**src/rtl/warships_pkg.sv**
```systemverilog
// Shared warships definitions: board geometry defaults, cell-state encoding
// and the board_writer FSM state constants.
package warships_pkg;

  localparam int GRID_CELL_SIZE    = 32;
  localparam int GRID_X_SIZE       = 12;
  localparam int GRID_Y_SIZE       = 12;
  localparam int GRID_X_ADDR_WIDTH = 4;
  localparam int GRID_Y_ADDR_WIDTH = 4;
  localparam int CELL_DATA_WIDTH   = 2;

  typedef enum logic [1:0] {
    EMPTY     = 2'b00,
    SHIP      = 2'b01,
    SHOT_HIT  = 2'b10,
    SHOT_MISS = 2'b11
  } cell_t;

  typedef logic [1:0] state_t;
  localparam state_t CLEAR = 2'd0;
  localparam state_t IDLE  = 2'd1;
  localparam state_t CHECK = 2'd2;
  localparam state_t WRITE = 2'd3;

endpackage

```
**src/rtl/click_sync.sv**
```systemverilog
// Two-flop synchronizer for a mouse button level plus a rising-edge detector
// producing a one-cycle press pulse in the clk domain.
module click_sync (
  input  logic clk,
  input  logic rst,
  input  logic button,
  output logic press
);

  logic sync1;
  logic sync2;
  logic sync2_q;

  // NOTE: non-blocking assignments let every stage take the previous stage's
  // old value, so the three flops form a true shift chain.
  always_ff @(posedge clk or negedge rst) begin
    if (!rst) begin
      sync1   <= 1'b0;
      sync2   <= 1'b0;
      sync2_q <= 1'b0;
    end else begin
      sync1   <= button;
      sync2   <= sync1;
      sync2_q <= sync2;
    end
  end

  assign press = sync2 & ~sync2_q;

endmodule

```
**src/rtl/board_writer.sv**
```systemverilog
// Write-side controller for board_mem: clears the board after reset or on
// request and turns left-clicks over the grid into single-cycle cell writes.
// Optional macro BOARD_WRITER_RIGHT_ERASE_EN adds a right-click erase input.
module board_writer
  import warships_pkg::*;
#(
  parameter int X_POS        = 100,
  parameter int Y_POS        = 200,
  parameter int CELL_SIZE    = GRID_CELL_SIZE,
  parameter int X_SIZE       = GRID_X_SIZE,
  parameter int Y_SIZE       = GRID_Y_SIZE,
  parameter int X_ADDR_WIDTH = GRID_X_ADDR_WIDTH,
  parameter int Y_ADDR_WIDTH = GRID_Y_ADDR_WIDTH,
  parameter int DATA_WIDTH   = CELL_DATA_WIDTH
) (
  input  logic                               clk,
  input  logic                               rst,
  input  logic [11:0]                        mouse_x_pos,
  input  logic [11:0]                        mouse_y_pos,
  input  logic                               mouse_left,
`ifdef BOARD_WRITER_RIGHT_ERASE_EN
  input  logic                               mouse_right,
`endif
  input  logic                               enable,
  input  logic                               clear_req,
  input  logic [DATA_WIDTH-1:0]              write_value,
  output logic [Y_ADDR_WIDTH+X_ADDR_WIDTH-1:0] write_addr,
  output logic [DATA_WIDTH-1:0]              write_data,
  output logic                               write_enable,
  output logic                               busy,
  output logic                               click_hit,
  output logic                               click_miss
);

  localparam int SHIFT = $clog2(CELL_SIZE);
  localparam logic signed [12:0] X_OFF  = 13'(X_POS);
  localparam logic signed [12:0] Y_OFF  = 13'(Y_POS);
  localparam logic signed [12:0] X_SPAN = 13'(X_SIZE * CELL_SIZE);
  localparam logic signed [12:0] Y_SPAN = 13'(Y_SIZE * CELL_SIZE);
  localparam logic [X_ADDR_WIDTH-1:0] COL_LAST = X_ADDR_WIDTH'(X_SIZE - 1);
  localparam logic [Y_ADDR_WIDTH-1:0] ROW_LAST = Y_ADDR_WIDTH'(Y_SIZE - 1);

  state_t                  state;
  logic [X_ADDR_WIDTH-1:0] col;
  logic [Y_ADDR_WIDTH-1:0] row;
  logic [11:0]             x_q;
  logic [11:0]             y_q;
  logic                    left_press;
  logic                    click;
  logic                    erase;
  logic signed [12:0]      dx;
  logic signed [12:0]      dy;
  logic                    hit;
  logic [DATA_WIDTH-1:0]   hit_data;

  click_sync u_left_sync (
    .clk    (clk),
    .rst    (rst),
    .button (mouse_left),
    .press  (left_press)
  );

`ifdef BOARD_WRITER_RIGHT_ERASE_EN
  logic right_press;

  click_sync u_right_sync (
    .clk    (clk),
    .rst    (rst),
    .button (mouse_right),
    .press  (right_press)
  );

  assign click = left_press | right_press;

  // A simultaneous left edge wins, so erase only when the left edge is absent.
  always_ff @(posedge clk or negedge rst) begin
    if (!rst) begin
      erase <= 1'b0;
    end else if (state == IDLE && !clear_req && click && enable) begin
      erase <= ~left_press;
    end
  end
`else
  assign click = left_press;
  assign erase = 1'b0;
`endif

  // Pointer offsets from the board origin; negative means left of / above it.
  assign dx       = $signed({1'b0, x_q}) - X_OFF;
  assign dy       = $signed({1'b0, y_q}) - Y_OFF;
  assign hit      = (dx >= 13'sd0) && (dx < X_SPAN) && (dy >= 13'sd0) && (dy < Y_SPAN);
  assign hit_data = erase ? DATA_WIDTH'(EMPTY) : write_value;

  always_ff @(posedge clk or negedge rst) begin
    if (!rst) begin
      state        <= CLEAR;
      row          <= '0;
      col          <= '0;
      x_q          <= '0;
      y_q          <= '0;
      write_addr   <= '0;
      write_data   <= '0;
      write_enable <= 1'b0;
      busy         <= 1'b0;
      click_hit    <= 1'b0;
      click_miss   <= 1'b0;
    end else begin
      write_enable <= 1'b0;
      busy         <= 1'b0;
      click_hit    <= 1'b0;
      click_miss   <= 1'b0;
      case (state)
        CLEAR: begin
          write_enable <= 1'b1;
          busy         <= 1'b1;
          write_addr   <= {row, col};
          write_data   <= DATA_WIDTH'(EMPTY);
          if (col == COL_LAST) begin
            col <= '0;
            if (row == ROW_LAST) begin
              row   <= '0;
              state <= IDLE;
            end else begin
              row <= row + 1'b1;
            end
          end else begin
            col <= col + 1'b1;
          end
        end
        IDLE: begin
          if (clear_req) begin
            row   <= '0;
            col   <= '0;
            state <= CLEAR;
          end else if (click && enable) begin
            x_q   <= mouse_x_pos;
            y_q   <= mouse_y_pos;
            state <= CHECK;
          end
        end
        // Outputs are registered here so they are valid throughout WRITE.
        CHECK: begin
          if (hit) begin
            write_enable <= 1'b1;
            write_addr   <= {dy[SHIFT +: Y_ADDR_WIDTH], dx[SHIFT +: X_ADDR_WIDTH]};
            write_data   <= hit_data;
            click_hit    <= 1'b1;
          end else begin
            click_miss <= 1'b1;
          end
          state <= WRITE;
        end
        WRITE: state <= IDLE;
        default: state <= IDLE;
      endcase
    end
  end

endmodule

```
**config.mk**
```make
export PLATFORM = sky130hd
export DESIGN_NAME = board_writer
export DESIGN_NICKNAME = d
export VERILOG_FILES = /design/src/rtl/warships_pkg.sv /design/src/rtl/click_sync.sv /design/src/rtl/board_writer.sv
export SDC_FILE = /design/constraint.sdc
export NUM_CORES = 1
export LEC_CHECK = 0
export ABC_AREA = 1
export CAP_MARGIN = 20
export CORE_AREA = 2 2 82 84
export DETAILED_ROUTE_END_ITERATION = 8
export DIE_AREA = 0 0 84 86
export PLACE_DENSITY = 0.65
export SYNTH_ARGS = -nofsm -noshare
export SYNTH_HDL_FRONTEND = slang
export SYNTH_HIERARCHICAL = 1
export SYNTH_SLANG_ARGS = --single-unit
```
**constraint.sdc**
```tcl
create_clock -name clk -period 1.9 [get_ports clk]
set_input_delay 0.38 -clock clk [delete_from_list [all_inputs] [get_ports clk]]
set_output_delay 0.38 -clock clk [all_outputs]
set_load 0.01 [all_outputs]
```
; Yosys cells after proc, flatten, opt, wreduce, memory -nomap -nowiden
; Cells that the tools add are included.
[word_totals]
regBits = 51
inputBits = 31
output_inout_bits = 14
elab_cells = 68
[classes]
add_sub_neg = 4
order_cmp = 4
n_eq_ne = 10
n_mux = 21
n_bitwise = 3
n_reduce_logical = 12
[op_table]
columns = op, count
row1 = $ge A13 B1 Y1 const B, 2
row2 = $lt A13 B10 Y1 const B, 2
row3 = $mux W4, 4
row4 = $pmux W4 S2, 2
row5 = $pmux W8 S2, 1
row6 = $sub A12 B7 Y13 const B, 1
row7 = $sub A12 B8 Y13 const B, 1
row8 = $mux W2, 5
row9 = $reduce_and A3 Y1, 3
row10 = $add A4 B1 Y4 const B, 2
row11 = $eq A4 B4 Y1 const B, 2
row12 = $mux W8, 1
row13 = $ne A2 B2 Y1 const B, 4
row14 = $pmux W2 S4, 1
row15 = $mux W1, 5
row16 = $eq A2 B2 Y1 const B, 2
row17 = $logic_and A1 B1 Y1, 4
row18 = $pmux W2 S2, 1
row19 = $reduce_and A2 Y1, 2
row20 = $reduce_bool A2 Y1, 2
row21 = $ne A3 B3 Y1 const B, 1
row22 = $eq A2 B1 Y1 const B, 1
row23 = $logic_not A2 Y1, 1
row24 = $not A1 Y1, 2
row25 = 2 further kinds, 2

; Logic depth before layout (Yosys ltp)
; Gate-level depths: netlist (run 1).
[depth]
word_depth = 7
depth_mapped = 12
ltp_nobuf = 12

; Modules after synthesis
; Netlist (run 1), hierarchy kept.
[by_module_without_submodules]
columns = module, instances, cells_each, area_each_um2, seq_area_each_um2
row1 = board_writer, 1, 240, 2213.4, 1076.0
row2 = click_sync, 1, 5, 85.1, 75.1

; Worst setup path after synthesis (run 1)
; OpenSTA, ideal clock, no wires.
[synth_path]
kind = register -> register
from = reg state[0]
to = reg row[3]
setup_ns = 0.123
arrival_ns = 1.446
required_time_ns = 1.777
path_slack_ns = 0.332
path_stages_with_launch = 10
n_path_buf = 0
period_less_slack_ns = 1.568
path_cell_list = dfrtp_1 > inv_1 > ha_1 > inv_1 > a21oi_2 > nand2_2 > inv_1 > nand4_1 > xor2_1 > nor2_1
[synth_via]
elab_chain_cells = 3
word_cells_on_any_way = 7
classes_between = eq/ne (3) / mux (1) / reduce/logical (3)
[synth_rtl]
columns = element, line_no
row1 = from (decl), board_writer.sv:43  ; state_t state;
row2 = from (signal assigned), board_writer.sv:96  ; state <= CLEAR;
row3 = from (signal assigned), board_writer.sv:122  ; state <= IDLE;
row4 = from (signal assigned), board_writer.sv:134  ; state <= CLEAR;
row5 = $eq A2 B1 Y1 / $logic_not A2 Y1 (equally long branches), board_writer.sv:112  ; case (state)
row6 = $ne A2 B2 Y1 (no line) / $reduce_bool A2 Y1 (equally long branches), --
row7 = $reduce_and A3 Y1 (no line), --
row8 = to (signal assigned), board_writer.sv:124  ; row <= row + 1'b1;
row9 = to (decl), board_writer.sv:45  ; logic [Y_ADDR_WIDTH-1:0] row;
; Several ways; a longest one is shown, not always the timed one.
; A chain may end at the register's enable or synchronous reset.

; Worst setup path in the final report (run 1)
[layout_path]
from = reg y_q[4]
to = reg write_enable
[layout_via]
elab_chain_cells = 6
word_cells_on_any_way = 7
classes_between = add/sub (1) / order compare (2) / mux (2) / reduce/logical (2)
[layout_rtl]
columns = element, line_no
row1 = from (decl), board_writer.sv:47  ; logic [11:0] y_q;
row2 = from (signal assigned), board_writer.sv:137  ; y_q <= mouse_y_pos;
row3 = $sub A12 B8 Y13 *, board_writer.sv:90  ; assign dy = $signed({1'b0, y_q}) - Y_OFF;
row4 = $ge A13 B1 Y1, board_writer.sv:91  ; assign hit = (dx >= 13'sd0) && (dx < X_SPAN) && (dy >= 13'sd0) && (dy < Y_SPAN);
row5 = $logic_and A1 B1 Y1, board_writer.sv:91
row6 = $logic_and A1 B1 Y1 *, board_writer.sv:91
row7 = $mux W1 *, board_writer.sv:143  ; if (hit) begin
row8 = $pmux W1 S2 *, board_writer.sv:112
row9 = to (signal assigned), board_writer.sv:103  ; write_enable <= 1'b0;
row10 = to (signal assigned), board_writer.sv:114  ; write_enable <= 1'b1;
row11 = to (signal assigned), board_writer.sv:144  ; write_enable <= 1'b1;
row12 = to (decl), board_writer.sv:29  ; output logic write_enable,
; Every way passes the cells marked *; elsewhere a longest branch is shown, timed or not.

==> impl_metrics.tcl, run 1 <==
set metrics [dict create \
    synth_flop_cell "dfrtp_1" \
    clockBufferDepth 2 \
    synth_seq_cells 46 \
    initial_core_util 0.366 \
    cts_sinks 46 \
    worstMarginPinSlew_ns 0.607 \
    final_nets 330 \
    synthArstFlopShare 1.00 \
    pwr-share-comb 0.437 \
    crit_fanout 12 \
    pwr-share-clk 0.182 \
    vias_per_cell 4.72 \
    antenna_found_initial 0 \
    required_ns 2.14 \
    cp-end-kind "flip-flop" \
    dr.pass1.iters 4 \
    grt_pass1_vias 1767 \
    p_int_uw 2510 \
    area_growth_pct 27.7 \
    cp-start-kind "flip-flop" \
    relSlewSlack 0.595 \
    critical_path_arrival_ns 1.96 \
    cts_buffers 5 \
    grt_pass1_wl_mm 7.92 \
    hold_class "in -> async" \
    outcome "completed" \
    fin_worst_skew_ns 0.00293 \
    hold_violations 0 \
    dp_hpwl_mm 3.32 \
    netlist_area_um2 2300 \
    grt_overflow 0 \
    ant_nets 0 \
    p_per_area_nw_per_um2 1380 \
    ys_types 32 \
    io_pins 45 \
    port-buffer-count 39 \
    grt_setup_unrepaired "no" \
    path_cells "inv_1 > ha_1 > nand2_1 > nand2_1 > nand2_1 > nand2_1 > nand3_2 > nor2_4 > nand4_4 > buf_4 > nand2_1" \
    power_switching_share 0.378 \
    fin_cells 369 \
    drcViolationCount 0 \
    critical_path_class "reg -> reg" \
    slew_violations 0 \
    die_w_um 84 \
    max_stage_delay_ns 0.36 \
    synthCells 245 \
    max_freq_ghz 0.580 \
    wl_per_cell_um 11.7 \
    ys_warn_count 6 \
    ys_seq_area_frac 0.501 \
    drv_cap 0 \
    drt_iter0_markers 104 \
    syn_area_per_cell_um2 9.38 \
    finalCriticalPeriod_ns 1.72 \
    die_area_um2 7220 \
    cts_tree "done" \
    power.leakage_uw 0.00140 \
    place_congestion 0.810 \
    vias 1741 \
    p_seq_frac 0.380 \
    tns_ns 0 \
    synth-edff-count 0 \
    ir_worst_vdd_uv 648 \
    rows 29 \
    track_usage 0.138 \
    grt_start_max_net_pins 29 \
    clk_latency_ns 0.30 \
    finalWirelength_mm 4.34 \
    worst_path_most_repeated_cell "nand2_1" \
    dp_cells 361 \
    antennaDiodeCount 0 \
    cts_root_buffer "clkbuf_8" \
    final_layout_size_suffix_gt1_frac 0.182 \
    cpMaxStageDelayCell "dfrtp_1" \
    syn_nets 283 \
    clk_pin_slew_ns 0.08 \
    setup_violations 0 \
    final_util 0.467 \
    finalCritPeriodShare 0.908 \
    htree_levels 2 \
    core_um2 6280 \
    die_y_um 86 \
    power_switching_uw 1530 \
]
## state kept, by name (all words and copies together), names as in the netlist, 2 cells and up
register and flops:
x_q 10, y_q 9, write_addr 8, col 4, row 4, state 2
write_data 2
## layout make-up
class,instances,area [um2]
fill,603,3340
sequential,46,1150
multi-input combinational,166,1010
timing repair buffer,45,455
inverter,28,106
tap,77,96.3
clock buffer,6,82.6
clock inverter,1,30.0
## path summary, 6_finish.rpt
kind | slack (ns) | start | cells after the start | endpoint
max | 0.18 | y_q[4] | 11 | write_enable
min | 0.08 | rst | 1 | write_data[0]
max reg2reg | 0.18 | y_q[4] | 11 | write_enable
min reg2reg | 0.35 | u_left_sync/sync1 | 0 | u_left_sync/sync2
max in group asynchronous | 1.28 | rst | 2 | y_q[7]
min in group clk | 0.35 | u_left_sync/sync1 | 0 | u_left_sync/sync2
## kinds of logic after synthesis
| family | count (synthesis) | share of synthesized area |
|---|---|---|
| buf+inv | 33 | 0.0588 |
| flops | 46 | 0.501 |
| mux | 12 | 0.0577 |
| xor+xnor | 5 | 0.0191 |
| simple gates | 110 | 0.246 |
| compound gates | 32 | 0.0795 |
| fa+ha+maj | 7 | 0.0381 |
## worst max-delay path, delay by kind of cell (launching register included)
family | cells | cell delay [ns]
and+or+nand+nor | 8 | 0.84
DFF | 1 | 0.36
buffers and inverters | 2 | 0.30
adders and majority gates | 1 | 0.17
## through the flow
stage          cell area (um2)  power, uW  hold slack, ns  setup slack (ns)
3_5_place_dp              2810       3340           0.336             0.151
5_1_grt                   2930       4400           0.111           0.00584
6_report                  2930       4040          0.0849             0.175
4_1_cts                   2930       4090          0.0964             0.134
3_3_place_gp              2810       3270           0.333             0.192
2_1_floorplan             2300       2770          0.0844             0.332
## power groups by stage
stage,Clock (uW),Sequential [uW],Combinational (uW)
6_report,737,1540,1770
5_1_grt,810,1590,2000
4_1_cts,765,1540,1780
3_5_place_dp,0,1560,1780
3_3_place_gp,0,1540,1730
2_1_floorplan,0,1550,1220
## cells in the mapped netlist (2+ instances only)
cell type	instances	area (um2)
buf_2	2	10.0
nand3_1	25	125
nor2_4	2	22.5
inv_2	3	11.3
nand4_1	2	12.5
nand2_4	3	33.8
o22ai_1	3	18.8
mux2_2	10	113
nor3_1	2	10.0
nand2_2	8	50.1
nand2_1	42	158
ha_1	7	87.6
xnor2_1	2	17.5
inv_1	24	90.1
dfrtp_1	46	1150
xor2_1	3	26.3
nor2_1	17	63.8
o21ai_0	11	55.1
a21oi_1	14	70.1
nor2_2	2	12.5
nand3_2	4	40.0
mux2i_1	2	20.0
clkbuf_1	2	7.51
## cells in the final DEF, fill, tap and decap left out, drive strengths merged
cell type      instances
inv                   27
a21oi                 16
nand4                  3
dfrtp                 46
mux2i                  2
buf                    7
nand3                 29
and2                   1
a31oi                  1
clkbuf                 6
clkdlybuf4s50         38
nor3b                  1
mux2                  10
clkinv                 1
xor2                   3
o21ai                 11
nand2                 53
bufinv                 1
nor2                  21
xnor2                  2
o211ai                 1
nor3                   2
o22ai                  3
ha                     7
## per-layer routing
metal,track usage,up-vias,wire (um)
li1,-,890,-
met1,0.174,797,1990
met2,0.225,52,2040
met3,0.0433,2,275
met4,0.0484,0,29
met5,0,-,0
## timing repair
action	CTS	global route
setup buffers	0	1
setup endpoints to repair	0	2
gates resized for setup	0	2
hold buffers	0	0
Power figures use the tool's default switching activity.
==> inputs of run 2 (changes only) <==
--- a/config.mk
+++ b/config.mk
@@ -10,7 +10,8 @@
 export CORE_AREA = 2 2 82 84
 export DETAILED_ROUTE_END_ITERATION = 8
 export DIE_AREA = 0 0 84 86
-export PLACE_DENSITY = 0.65
+export DONT_BUFFER_PORTS = 1
+export PLACE_DENSITY = 0.55
 export SYNTH_ARGS = -nofsm -noshare
 export SYNTH_HDL_FRONTEND = slang
 export SYNTH_HIERARCHICAL = 1
==> run 2 against run 1 <==
Against the previous run:
- final area down 12%
- total power down 4.4%
- clock skew up 0.0031 ns
- final cell count down 9.8%
- wire length about the same
- first-iteration DRC count down 17%
- utilization down 5.8 points
- critical endpoint is now y_q[11]
- largest cell class unchanged
- highest routed layer unchanged
==> impl_metrics.tcl, run 2 (same netlist as run 1, synthesis figures left out) <==
set metrics [dict create \
    outcome "completed" \
    grt_setup_unrepaired "no" \
    top_register "x_q" \
    setup_violations 0 \
    critical_path_arrival_ns 1.94 \
    cts_buffers 5 \
    htree_levels 2 \
    worst_path_most_repeated_cell "inv_1" \
    cp-start-kind "flip-flop" \
    die_y_um 86 \
    hold_class "in -> reg" \
    final_nets 293 \
    max_freq_ghz 0.570 \
    antenna_found_initial 0 \
    drcViolationCount 0 \
    largest_register_ffs 10 \
    die_area_um2 7220 \
    path_cells "inv_1 > ha_1 > inv_1 > nor2_4 > nand3_2 > buf_4 > mux2_2" \
    grt_overflow 0 \
    crit_fanout 28 \
    wl_per_cell_um 13.0 \
    max_stage_delay_ns 0.37 \
    port-buffer-count 0 \
    clk_pin_slew_ns 0.08 \
    final_common_cell "dfrtp_1" \
    place_congestion 0.798 \
    dp_hpwl_mm 3.14 \
    slew_violations 0 \
    core_um2 6280 \
    rows 29 \
    final_layout_size_suffix_gt1_frac 0.203 \
    fin_worst_skew_ns 0.00601 \
    hold_violations 0 \
    finalWirelength_mm 4.34 \
    tns_ns 0 \
    relSlewSlack 0.795 \
    drt_iter0_markers 86 \
    final_cell_mix "46 x dfrtp_1, 42 x nand2_1, 25 x nand3_1" \
    ir_worst_vdd_uv 748 \
    initial_core_util 0.366 \
    die_w_um 84 \
    final_util 0.410 \
    multiInputGateArea_um2 1040 \
    cts_sinks 46 \
    cts_root_buffer "clkbuf_8" \
    reg.largest.list "x_q: 10 flops, y_q: 9 flops, write_addr: 8 flops" \
    fillers 626 \
    area_growth_pct 11.9 \
    cts_tree "done" \
    clk_latency_ns 0.29 \
    drv_cap 0 \
    ant_nets 0 \
    power.leakage_uw 0.00126 \
    clockBufferDepth 2 \
    antennaDiodeCount 0 \
    dr.pass1.iters 4 \
    grt_start_max_net_pins 47 \
    vias_per_cell 4.81 \
    regArea_um2 1150 \
    required_ns 2.08 \
    cpMaxStageDelayCell "mux2_2" \
    vias 1601 \
    grt_pass1_vias 1615 \
    p_per_area_nw_per_um2 1500 \
    worstMarginPinSlew_ns 0.308 \
    io_pins 45 \
    cp-end-kind "flip-flop" \
    finalCritPeriodShare 0.923 \
    critical_path_class "reg -> reg" \
    finalCriticalPeriod_ns 1.75 \
    grt_pass1_wl_mm 7.27 \
    track_usage 0.127 \
]
[run 2: report_power, final]
| part | internal, uW | switching [uW] | total [uW] |
|---|---|---|---|
| combinational | 602 | 972 | 1570 |
| sequential | 1330 | 260 | 1590 |
| clock | 394 | 310 | 704 |
[run 2: final cells by class]
type	count	area share
clock buffers	7	0.0297
flip-flops and latches	46	0.448
inverters	28	0.0414
multi-input cells	167	0.403
well taps	77	0.0375
repair buffers	7	0.0292
clock inverters	1	0.0117
[run 2: worst max-delay path: cells and delay by family (launching register included)]
family                   cells  cell delay [ns]
AND/OR/NAND/NOR              2             0.14
flip-flops                   1             0.36
multiplexers                 1             0.37
buffers and inverters        3             0.58
adder cells (fa/ha/maj)      1             0.20
[run 2: layer usage]
layer | GRT usage | part of all wire | vias up
met5 | 0 | 0 | -
met4 | 0.0484 | 0.016 | 0
met3 | 0.0414 | 0.053 | 6
met2 | 0.199 | 0.44 | 39
met1 | 0.164 | 0.49 | 737
li1 | - | - | 819
[run 2: timing repair]
item / in CTS / in global routing
endpoints found under the hold margin: 46 / 0
hold buffers: 2 / 0
gates resized for setup: 0 / 3
buffers inserted: 0 / 0
endpoints found under the setup margin: 0 / 3
[run 2: stage by stage]
| step | instance area (um2) | power [uW] | hold WS, ns | instances | setup WS, ns |
|---|---|---|---|---|---|
| 4_1_cts | 2550 | 3870 | 0.0938 | 332 | 0.105 |
| 2_1_floorplan | 2300 | 2770 | 0.0844 | 245 | 0.332 |
| 3_5_place_dp | 2400 | 3120 | 0.0857 | 322 | 0.134 |
| 6_report | 2570 | 3860 | 0.106 | 333 | 0.147 |
| 3_3_place_gp | 2400 | 3070 | 0.0859 | 322 | 0.162 |
| 5_1_grt | 2570 | 4200 | 0.0829 | 333 | 0.00889 |
[run 2: worst paths after layout]
path / start / endpoint / slack, ns / cells past startpoint
worst max-delay path: state[1] / y_q[11] / 0.15 / 7
worst max register to register: state[1] / y_q[11] / 0.15 / 7
worst min-delay path: mouse_left / u_left_sync/sync1 / 0.11 / 0
min in group asynchronous: rst / write_addr[3] / 0.59 / 2
max in group asynchronous: rst / row[0] / 1.07 / 2
worst min register to register: u_left_sync/sync1 / u_left_sync/sync2 / 0.36 / 0
